**config.mk**
```make
export PLATFORM = sky130hd
export DESIGN_NAME = adc_capture_writer_flat
export DESIGN_NICKNAME = d
export VERILOG_FILES = /design/src/rtl/adc_capture_writer_if.sv /design/src/rtl/adc_capture_writer.sv /design/src/flat_wrapper.sv
export SDC_FILE = /design/constraint.sdc
export NUM_CORES = 1
export LEC_CHECK = 0
export CORE_MARGIN = 3
export CORE_UTILIZATION = 53
export CTS_CLUSTER_DIAMETER = 50
export DETAILED_ROUTE_END_ITERATION = 8
export PLACE_DENSITY = 0.78
export SYNTH_ARGS = -nofsm -noshare
export SYNTH_HDL_FRONTEND = slang
export SYNTH_SLANG_ARGS = --single-unit
```
**constraint.sdc**
```tcl
create_clock -name clk_400M -period 3.25 [get_ports clk_400M]
set_input_delay 0.65 -clock clk_400M [delete_from_list [all_inputs] [get_ports clk_400M]]
set_output_delay 0.65 -clock clk_400M [all_outputs]
set_load 0.05 [all_outputs]
```
**src/rtl/adc_capture_writer_if.sv**
```systemverilog
// RAM write port shared between the capture writer and the 2048x14 wave RAM.
// The writer drives the strobe, address and data; the RAM side only listens.
interface adc_capture_writer_if #(
    parameter int DATA_W = 14,
    parameter int ADDR_W = 11
);
    logic              wr_en;
    logic [ADDR_W-1:0] wr_address;
    logic [DATA_W-1:0] wr_data;

    modport master (output wr_en, wr_address, wr_data);
    modport slave  (input  wr_en, wr_address, wr_data);
endinterface

```
**src/rtl/adc_capture_writer.sv**
```systemverilog
// ADC capture path: divides clk_400M down to the ADC sample clock, registers samples
// and writes one REC_LEN-entry record into the wave RAM, immediately or on a rising trigger.
module adc_capture_writer #(
    parameter int DATA_W  = 14,
    parameter int ADDR_W  = 11,
    parameter int REC_LEN = 2000
) (
    input  logic               clk_400M,
    input  logic               rst_n,
    input  logic [23:0]        div_in,
    input  logic               start,
    input  logic               trig_en,
    input  logic [DATA_W-1:0]  trig_level,
    input  logic [DATA_W-1:0]  adc_data,
    output logic               adc_clock,
    adc_capture_writer_if.master wr,
    output logic               busy,
    output logic               done
);

    typedef enum logic [1:0] {IDLE, ARM, FILL, DONE} state_t;

    localparam logic [ADDR_W-1:0] LAST_ADDR = ADDR_W'(REC_LEN - 1);

    state_t            state;
    logic [23:0]       counter;
    logic [23:0]       div_eff;
    logic              sample_tick;
    logic              sample_valid;
    logic [DATA_W-1:0] sample_reg;
    logic [DATA_W-1:0] prev_reg;
    logic              prev_ok;
    logic [ADDR_W-1:0] address;
    logic              crossing;
    logic              write_hit;

    assign div_eff     = (div_in == 24'd0) ? 24'd1 : div_in;
    assign sample_tick = (counter == div_eff);

    // The >= compare lets a shrinking divider take effect on the very next cycle.
    // NOTE: every clocked process uses non-blocking assignments so all registers
    // update together at the edge, regardless of statement order.
    always_ff @(posedge clk_400M or negedge rst_n) begin
        if (!rst_n) begin
            counter <= 24'd0;
        end else if (counter >= div_eff) begin
            counter <= 24'd0;
        end else begin
            counter <= counter + 24'd1;
        end
    end

    // adc_clock falls on the sampling edge, so the ADC launches new data after capture.
    always_ff @(posedge clk_400M or negedge rst_n) begin
        if (!rst_n) begin
            adc_clock    <= 1'b0;
            sample_reg   <= '0;
            sample_valid <= 1'b0;
        end else begin
            sample_valid <= sample_tick;
            if (sample_tick) begin
                adc_clock  <= 1'b0;
                sample_reg <= adc_data;
            end else if (counter == (div_eff >> 1)) begin
                adc_clock <= 1'b1;
            end
        end
    end

    assign crossing  = prev_ok && (prev_reg < trig_level) && (sample_reg >= trig_level);
    assign write_hit = sample_valid && ((state == FILL) || ((state == ARM) && crossing));

    assign wr.wr_en      = write_hit;
    assign wr.wr_address = address;
    assign wr.wr_data    = sample_reg;

    always_ff @(posedge clk_400M or negedge rst_n) begin
        if (!rst_n) begin
            state    <= IDLE;
            address  <= '0;
            prev_reg <= '0;
            prev_ok  <= 1'b0;
            busy     <= 1'b0;
            done     <= 1'b0;
        end else begin
            done <= 1'b0;
            if (sample_valid) begin
                prev_reg <= sample_reg;
                prev_ok  <= 1'b1;
            end
            case (state)
                IDLE: begin
                    if (start) begin
                        address <= '0;
                        busy    <= 1'b1;
                        if (trig_en) begin
                            state   <= ARM;
                            prev_ok <= 1'b0;   // first armed sample only primes the history
                        end else begin
                            state <= FILL;
                        end
                    end
                end
                ARM: begin
                    if (write_hit) begin
                        address <= ADDR_W'(1);
                        state   <= FILL;
                    end
                end
                FILL: begin
                    if (sample_valid) begin
                        if (address == LAST_ADDR) begin
                            state <= DONE;
                            busy  <= 1'b0;
                            done  <= 1'b1;
                        end else begin
                            address <= address + ADDR_W'(1);
                        end
                    end
                end
                DONE: begin
                    state <= IDLE;
                end
                default: state <= IDLE;
            endcase
        end
    end

endmodule

```
**src/flat_wrapper.sv**
```systemverilog
// flat-port wrapper written by rule: the top's interface ports become plain ports
module adc_capture_writer_flat 
#(
    parameter int DATA_W  = 14,
    parameter int ADDR_W  = 11,
    parameter int REC_LEN = 2000
)
  (clk_400M, rst_n, div_in, start, trig_en, trig_level, adc_data, adc_clock, busy, done, wr_wr_en, wr_wr_address, wr_wr_data);
  adc_capture_writer_if #(.DATA_W(DATA_W), .ADDR_W(ADDR_W)) wr_i ();
  input  logic clk_400M;
  input  logic rst_n;
  input  logic [23:0] div_in;
  input  logic start;
  input  logic trig_en;
  input  logic [DATA_W-1:0] trig_level;
  input  logic [DATA_W-1:0] adc_data;
  output logic adc_clock;
  output logic busy;
  output logic done;
  output wire logic [$bits(wr_i.wr_en)-1:0] wr_wr_en;
  output wire logic [$bits(wr_i.wr_address)-1:0] wr_wr_address;
  output wire logic [$bits(wr_i.wr_data)-1:0] wr_wr_data;
  assign wr_wr_en = wr_i.wr_en;
  assign wr_wr_address = wr_i.wr_address;
  assign wr_wr_data = wr_i.wr_data;
  adc_capture_writer #(.DATA_W(DATA_W), .ADDR_W(ADDR_W), .REC_LEN(REC_LEN)) u_core (.clk_400M(clk_400M), .rst_n(rst_n), .div_in(div_in), .start(start), .trig_en(trig_en), .trig_level(trig_level), .adc_data(adc_data), .adc_clock(adc_clock), .wr(wr_i), .busy(busy), .done(done));
endmodule
```
### Word level (Yosys, flattened, before mapping)

Index checks and enable logic that the tools add are counted.

* $add $sub $neg: 2
* order comparisons: 3
* equality and inequality tests: 11
* muxes and demuxes: 26
* reductions and logical operators: 13

Operators by type and width (count)
* $mux 24: 2
* $mux 11: 4
* $pmux 11 s3: 1
* $add 24x1->24 const B: 1
* $eq 24x23->1: 1
* $eq 24x24->1: 1
* $ge 24x24->1: 1
* $logic_not 24->1: 1
* $ge 14x14->1: 1
* $lt 14x14->1: 1
* $mux 1: 12
* $add 11x1->11 const B: 1
* $eq 11x11->1 const B: 1
* $mux 2: 5
* $ne 2x2->1 const B: 4
* $pmux 2 s4: 1
* $reduce_and 4->1: 2
* $reduce_and 5->1: 1
* $eq 2x2->1 const B: 2
* $logic_and 1x1->1: 4
* $reduce_bool 2->1: 2
* $reduce_bool 3->1: 1
* $eq 2x1->1 const B: 1
* $logic_not 2->1: 1
* other kinds (3): 3

* flip-flop bits (word level): 70
* bits of input ports: 56
* output and inout port bits: 29
* word-level logic and storage cells: 65

### Logic depth before layout (Yosys ltp)

* depth in word-level cells: 8
* gate-level depth with buffers: 13
* mapped depth without buffers: 12

### Least setup slack after synthesis

OpenSTA, ideal clock, no wires.

* path type: in2reg
* start: input trig_level[9]
* end: register u_core.address[6], in the netlist u_core.wr.wr_address[6]
* library setup time: 0.067 ns
* arrival time: 2.988 ns
* data required time: 3.183 ns
* path slack: 0.196 ns
* stages on the path: 11
* cells stage by stage: inv_1 -> ha_1 -> a21oi_1 -> o21ai_1 -> a2111oi_2 -> o31ai_1 -> o31a_1 -> or3_1 -> buf_2 -> or4b_1 -> nand2_1

* longest elaborated chain between the ends: 8
* elaborated cells on any way between the ends: 9
* those cells by class: order compare: 2; eq/ne: 1; reduce/logical: 6

Ends and longest elaborated chain
* from (decl): RTL line flat_wrapper.sv:15 `input logic [DATA_W-1:0] trig_level;`
* $lt 14x14->1: RTL line adc_capture_writer.sv:70 `assign crossing = prev_ok && (prev_reg < trig_level) && (sample_reg >= trig_level);`
* $logic_and 1x1->1: RTL line adc_capture_writer.sv:70
* $logic_and 1x1->1 *: RTL line adc_capture_writer.sv:70
* $logic_and 1x1->1 *: RTL line adc_capture_writer.sv:71 `assign write_hit = sample_valid && ((state == FILL) || ((state == ARM) && crossing));`
* $logic_or 1x1->1 *: RTL line adc_capture_writer.sv:71
* $logic_and 1x1->1 *: RTL line adc_capture_writer.sv:71
* $ne 2x2->1 (no source line) *
* $reduce_and 5->1 (no source line) *
* to (signal assigned): RTL line adc_capture_writer.sv:117 `address <= address + ADDR_W'(1);`
* to (decl): RTL line adc_capture_writer.sv:33 `logic [ADDR_W-1:0] address;`

Mark *: on every way between the ends. The rest lies on a longest branch, timed or not.
A chain may end at the register's enable or synchronous reset.

### Worst setup path in the final report

* start: input trig_level[0]
* end: output wr_wr_en

* longest elaborated chain between the ends: 6
* elaborated cells on any way between the ends: 7
* those cells by class: order compare: 2; reduce/logical: 5

Ends and longest elaborated chain
* $lt 14x14->1: RTL line adc_capture_writer.sv:70
* $logic_and 1x1->1: RTL line adc_capture_writer.sv:70
* $logic_and 1x1->1 *: RTL line adc_capture_writer.sv:70
* $logic_and 1x1->1 *: RTL line adc_capture_writer.sv:71
* $logic_or 1x1->1 *: RTL line adc_capture_writer.sv:71
* $logic_and 1x1->1 *: RTL line adc_capture_writer.sv:71
* to (decl): RTL line flat_wrapper.sv:20 `output wire logic [$bits(wr_i.wr_en)-1:0] wr_wr_en;`

Marked as above.

==> run_results.csv <==
group,metric,value,unit
clocking,cts_sinks,70,
detailed_routing,route.detailed.drc,0,
finish,num-nets-final,748,
synthesis,synthesis.area,4670,sq um
detailed_routing,vias,4337,
min_path,hp-class,"primary input to async pin",
floorplanning,die_h,99.9,um
grt,grt_max_degree,38,
timing,tightest_slew,0.781,ns
clocking,path_clk_slew,0.08,ns
finish,largest_reg_flops,24,
timing,final.period_utilization,0.986,
synthesis,syn-num-nets,631,
finish,fill_cells,586,
clocking,insertion_delay,0.34,ns
place,dp_hpwl,9000,um
synthesis,synthFlopType,"dfrtp_1",
timing,report.final.hold_viol_count,0,
synthesis,yosys-top-cells-count,"dfrtp_1 (70), nand2_1 (68), ha_1 (56)",
grt,grt_pass1_vias,4374,
finish,n_antenna_cell,0,
synthesis,synth_edf_count,0,
power,pwr_density_cell,442,nW/um^2
synthesis,seq_area_frac_synth,0.375,
grt,grt_overflow,0,
critical_path,r2r-start,"u_core.prev_reg[7]",
detailed_routing,via_per_inst,5.81,
clocking,cts.htree.levels,3,
critical_path,r2r_cells,10,
place,portBuffers,84,
run_status,status,"finished clean",
synthesis,synthArstFlopShare,1.00,
clocking,cts_root_buf,"clkbuf_8",
detailed_routing,route.antenna.remaining_nets,0,
floorplanning,rows,33,
detailed_routing,wirelength,13000,um
power,p_total,0.00277,W
finish,final_area,6270,sq um
critical_path,setup.worst_path.class,"primary input to primary output",
critical_path,worstPathArrival,2.55,ns
grt,antenna_found_initial,0,
floorplanning,dieArea,9980,sq um
place,routabilityCongestion,0.895,
synthesis,synth.most_common_cell,"dfrtp_1",
synthesis,ys_warn_count,0,
critical_path,worstPathRequired,2.60,ns
critical_path,r2r_end,"u_core.wr.wr_address[6]",
finish,drive_above_1_share,0.161,
synthesis,synthCells,519,
timing,setup_viol,0,
synthesis,netlist_top_cells_area,"dfrtp_1 (37%), ha_1 (15%), nand2_1 (5.5%)",
floorplanning,num_io_pins,85,
grt,grt_pass1_wl,20900,um
timing,rsz0062_at_grt,"false",
place,dpl.cell_count,724,
detailed_routing,drt_iter0_markers,203,
critical_path,start_kind,"primary input",
finish,post-route-util,0.748,
synthesis,synth_cell_types,44,
synthesis,avgSynthCellArea,9.00,sq um
detailed_routing,wl_per_cell,17.5,um
synthesis,yosys.area.top_type,"dfrtp_1",
detailed_routing,firstDrtPassIters,5,
timing,fin_crit,3.20,ns
clocking,numCtsBuffers,9,
clocking,cts_tree,"done",
floorplanning,die_x,99.9,um
finish,syn_to_final_growth,34.1,%
critical_path,end_kind,"primary output",
power,vdd_drop_max,267,uV
critical_path,rrSetupSlack,0.25,ns
flow_run,maxCapViolations,0,
timing,fmax,0.312,GHz
critical_path,crit_fanout,2,
clocking,ctsLongestPathBuffers,2,
synthesis,yosysTopAreaCellShare,0.375,
synthesis,ys_ff_latch,70,
power,p_leak,3.09,nW
floorplanning,start_util,0.557,
grt,gr-usage-all-layers,0.262,
floorplanning,core,8380,sq um
timing,slew_headroom,0.479,
timing,slew_violations,0,
place,place_area,5830,sq um
finish,stdcell_count,746,
timing,setup-tns-final,0,ns
timing,skew,0.0134,ns
## how the worst max path moves through the flow
stage	start	endpoint	slack, ns	cells after the start
6_report	trig_level[0]	wr_wr_en	0.05	9
3_5_place_dp	trig_level[9]	u_core.wr.wr_address[6]	-0.33	11
3_3_place_gp	trig_level[9]	u_core.wr.wr_address[6]	-0.24	11
4_1_cts	trig_level[8]	wr_wr_en	0.001	10
2_1_floorplan	trig_level[9]	u_core.wr.wr_address[6]	0.20	11
5_1_grt	trig_level[7]	wr_wr_en	0.01	10
## per-stage QoR
stage / setup slack (ns) / hold slack [ns]
3_5_place_dp: -0.329 / 0.489
6_report: 0.0462 / 0.378
4_1_cts: 0.00125 / 0.395
3_3_place_gp: -0.244 / 0.485
5_1_grt: 0.0127 / 0.439
2_1_floorplan: 0.196 / 0.354
## routing by layer
layer / share of wire / vias up / routed length (um) / track usage
met5: 0 / - / 0 / 0
met4: 0.024 / 0 / 318 / 0.0924
met2: 0.49 / 197 / 6450 / 0.449
met3: 0.064 / 38 / 839 / 0.0563
met1: 0.42 / 2067 / 5430 / 0.326
li1: - / 2035 / - / -
## report_power, final
group | switching (W) | internal, W
combinational | 0.000519 | 0.000416
clock | 0.000325 | 0.000395
sequential | 0.000155 | 0.000961
total | 0.000999 | 0.00177
## final cells by class
cell class,count,area [sq um],share of cell area
Clock inverter,5,57.6,0.00918
Clock buffer,11,151,0.0242
Inverter,47,176,0.0281
Sequential cell,70,1750,0.279
Timing Repair Buffer,119,1120,0.179
Multi-Input combinational cell,389,2880,0.459
Tap cell,105,131,0.0210
## cell usage in the layout (no fill, tap or decap), types with 14 or more instances in the layout
cell             count
ha_1                45
dfrtp_1             70
nand2_1             67
a21oi_1             14
o21ai_1             16
nor2_1              45
inv_1               34
nand3_1             15
buf_4               34
clkdlybuf4s50_1     72
nand4_1             18
mux2_2              14
xnor2_1             23
xor2_1              22
## timing repair
item | 4_1_cts | 5_1_grt
endpoints found under the hold margin | 0 | 0
pin swaps | 15 | 8
setup buffers | 6 | 0
resized for setup | 29 | 16
endpoints found under the setup margin | 2 | 4
hold buffers | 0 | 0
cloned | 0 | 0
## worst max-delay path: stages
cell,delay [ns]
clkdlybuf4s50_1,0.50
ha_1,0.23
nand2b_1,0.14
a21oi_1,0.25
o221ai_2,0.16
a21oi_2,0.18
o31a_1,0.21
inv_2,0.08
buf_12,0.15
## kinds of logic after synthesis
logic type,synth area share
muxes,0.0359
DFF,0.375
and+or+nand+nor,0.194
buffers and inverters,0.0485
xor gates and xnor gates,0.0844
adders and majority gates,0.150
AOI/OAI and AO/OA,0.112
No activity file was read; power rests on OpenSTA's default activity.
==> RTL edit (same settings) <==
`REC_LEN` is set to 2000 in 2 places; all go to 1000.
--- a/src/rtl/adc_capture_writer.sv
+++ b/src/rtl/adc_capture_writer.sv
@@ -3,7 +3,7 @@
 module adc_capture_writer #(
     parameter int DATA_W  = 14,
     parameter int ADDR_W  = 11,
-    parameter int REC_LEN = 2000
+    parameter int REC_LEN = 1000
 ) (
     input  logic               clk_400M,
     input  logic               rst_n,
--- a/src/flat_wrapper.sv
+++ b/src/flat_wrapper.sv
@@ -3,7 +3,7 @@
 #(
     parameter int DATA_W  = 14,
     parameter int ADDR_W  = 11,
-    parameter int REC_LEN = 2000
+    parameter int REC_LEN = 1000
 )
   (clk_400M, rst_n, div_in, start, trig_en, trig_level, adc_data, adc_clock, busy, done, wr_wr_en, wr_wr_address, wr_wr_data);
   adc_capture_writer_if #(.DATA_W(DATA_W), .ADDR_W(ADDR_W)) wr_i ();
Check against the original RTL: no difference found for any inputs over 10 cycles, from zero or initial values and one cycle with rst_n low; that may be too few to reach the edited logic, so the function may still have changed.
==> RTL edit against the unedited design <==
Clock skew shrank 0.0025 ns; area after synthesis increased by 6.7%; first-iteration DRC count is 3.4% lower; largest cell class unchanged; design area increased by 3.4%; wire length rose by 2.8%; setup slack better by 0.0092 ns; sequential cell count stayed put.
Power is not compared: it rests on default switching activity, and its combinational part moved more than twofold at a synthesized area within 25%.
==> RTL edit: results (changes against the unedited design) <==
Setup path
  – Worst reg2reg path depth: 11 (+1)
  – CP max stage cell: clkdlybuf4s50_1
  – Largest stage delay on the critical path: 0.48 ns (-0.02 ns)
  – CP Max Fanout: 2 (unchanged)
  – Critical path arrival: 2.54 ns (about the same)

Final layout
  – Antenna diode count: 0 (unchanged)
  – Final-stage net count: 786 (+5.1%)
  – Max reg flops: 24 (unchanged)
  – Layout cells sized above 1: 12.8% (-3.3 points)
  – Filler Cells Inserted: 669 (+14%)

Synthesis
  – Synth top area cells: dfrtp_1, ha_1, nand2_1, xnor2_1, inv_1
  – Adder-Cell Fraction of Synth Area: 14.0% (-0.95 points)
  – Most common library cells after synthesis: nand2_1, dfrtp_1, ha_1
  – Ys async rst share: 100% (unchanged)
  – Multiplexer area fraction after synthesis: 3.16% (-0.43 points)
  – Post-synthesis sequential area ratio: 35.1% (-2.4 points)
  – Synthesized net count: 679 (+7.6%)
  – Synth cell types: 53 (+20%)
  – Synth warn: 0 (unchanged)
  – Top FF cell, synth: dfrtp_1
  – Post-Synth XOR/XNOR Area: 7.90% (-0.53 points)
  – Compound-cell area share of the yosys netlist: 12.8% (+1.5 points)

STA
  – Clk_skew: 0.0109 ns (-0.00251 ns)
  – Worst Tran Pin Value: 0.988 ns (+0.208 ns)

GRT
  – Vias in the first global route: 4,729 (+8.1%)
  – Largest net degree at the start of global routing: 71 (+87%)
  – First-pass GRT wire length: 21.8 mm (+4.6%)
  – Total GRT Usage: 25.7% (-0.45 points)
  – Initial antenna violation count: 0 (unchanged)

CTS
  – Worst-Skew Late Latency: 0.35 ns
  – TritonCTS Buffers: 9 (unchanged)
  – Clock Path Buffers: 2 (unchanged)
  – Htree depth: 3 (unchanged)
  – Reg clk slew, reported paths: about 0.090 ns
  – Hold_buf cts: 0 (unchanged)
  – Clk root buf: clkbuf_8

Placement
  – GPL Wtd Cong: 0.886 (-0.93%)
  – I/O Buffers: 84 (unchanged)
  – Detailed placement HPWL: 10.1 mm (+12%)
  – Setup Slack @ Placement: -0.188 ns (+0.142 ns)

Status
  – Status: finished clean

Power
  – Lkg Pwr: roughly 0.0032 uW
  – Net Switching: between 400 and 500 uW
  – Seq pwr share: 46.7%
  – Peak VDD IR: 0.182 mV
  – Clock power frac: a little over two fifths

Drt
  – Drt wl/cell: 17.0 um (-2.5%)
  – Drt pass-1 iters: 4 (-1)
  – Post-route ant nets: 0 (unchanged)
  – Drt initial violations: 196 (-3.4%)
  – Via/cell ratio: 5.90 (+1.6%)

Die
  – Full die area: 10,600 um^2 (+6.3%)

Min path
  – Tightest Hold Check Type: input pin to asynchronous set/reset pin
[RTL edit: changes by cell type in the layout (fill, tap and decap cells not counted), moves of 6 or more]
| cell | before | now |
|---|---|---|
| buf_4 | 34 | 26 |
| nor2_1 | 45 | 27 |
| o21ai_0 | 7 | 15 |
| dlygate4sd2_1 | 6 | 0 |
| inv_2 | 12 | 2 |
| ha_1 | 45 | 52 |
| nand2_1 | 67 | 89 |
| inv_1 | 34 | 42 |
| a21oi_1 | 14 | 29 |
| o21ai_1 | 16 | 0 |
| ha_4 | 9 | 3 |
| nor3_1 | 6 | 27 |
| clkdlybuf4s50_1 | 72 | 80 |
[RTL edit: cell type report]
cell class	count	area [um^2]	area share (%)
clock buffer	9	124	1.91
clock inverter	7	106	1.64
inverter	45	169	2.61
multi-input combinational	435	3090	47.7
sequential	70	1750	27.0
tap	108	135	2.08
timing repair buffer	113	1110	17.1
[RTL edit: cell families (layout without fill, tap and decap cells)]
| kind of cell | after synthesis | count (layout) |
|---|---|---|
| AO/OA/AOI/OAI | 95 | 95 |
| XOR/XNOR | 45 | 45 |
| adder cells (fa/ha/maj) | 56 | 56 |
| buffers and inverters | 62 | 174 |
| flip-flops | 70 | 70 |
| multiplexers | 14 | 14 |
| AND/OR/NAND/NOR | 225 | 225 |
[RTL edit: through the flow]
stage / instances / utilization, % / instance area, um^2 / setup TNS [ns] / total power (uW)
5_1_grt: 787 / 72.5 / 6480 / -0.0321 / 1970
6_report: 787 / 72.5 / 6480 / 0 / 1890
3_5_place_dp: 766 / 68.5 / 6120 / -1.67 / 1090
4_1_cts: 784 / 71.7 / 6400 / 0 / 1900
2_1_floorplan: 567 / - / 4990 / 0 / 964
3_3_place_gp: 766 / 68.5 / 6120 / -1.60 / 1080
[RTL edit: routing by layer]
metal	GRT usage [%]	up-vias	wire length [um]
li1	-	2221	-
met1	32.5	2217	5780
met2	43.4	166	6550
met3	5.82	43	719
met4	9.06	0	352
met5	0	-	0
[RTL edit: what timing repair did]
item | in CTS | in global routing
gates resized for setup | 5 | 12
endpoints found under the setup margin | 1 | 1
pin swaps | 4 | 9
buffers inserted | 2 | 3
[RTL edit: worst max-delay path, delay by kind of cell]
family | cells | cell delay (ns)
adder cells (fa/ha/maj) | 1 | 0.25
buffers and inverters | 3 | 0.74
AND/OR/NAND/NOR | 1 | 0.08
AO/OA/AOI/OAI | 4 | 0.82
[RTL edit: worst paths after layout]
kind,end,from,slack (ns)
worst max-delay path,wr_wr_en,trig_level[7],0.06
worst min-delay path,u_core.wr.wr_data[0],rst_n,0.49
worst max register to register,u_core.wr.wr_address[5],u_core.state[1],0.66
worst min register to register,u_core.prev_reg[0],u_core.prev_reg[0],0.52
max in group asynchronous,u_core.counter[12],rst_n,2.18
min in group clk_400M,u_core.prev_reg[0],u_core.prev_reg[0],0.52
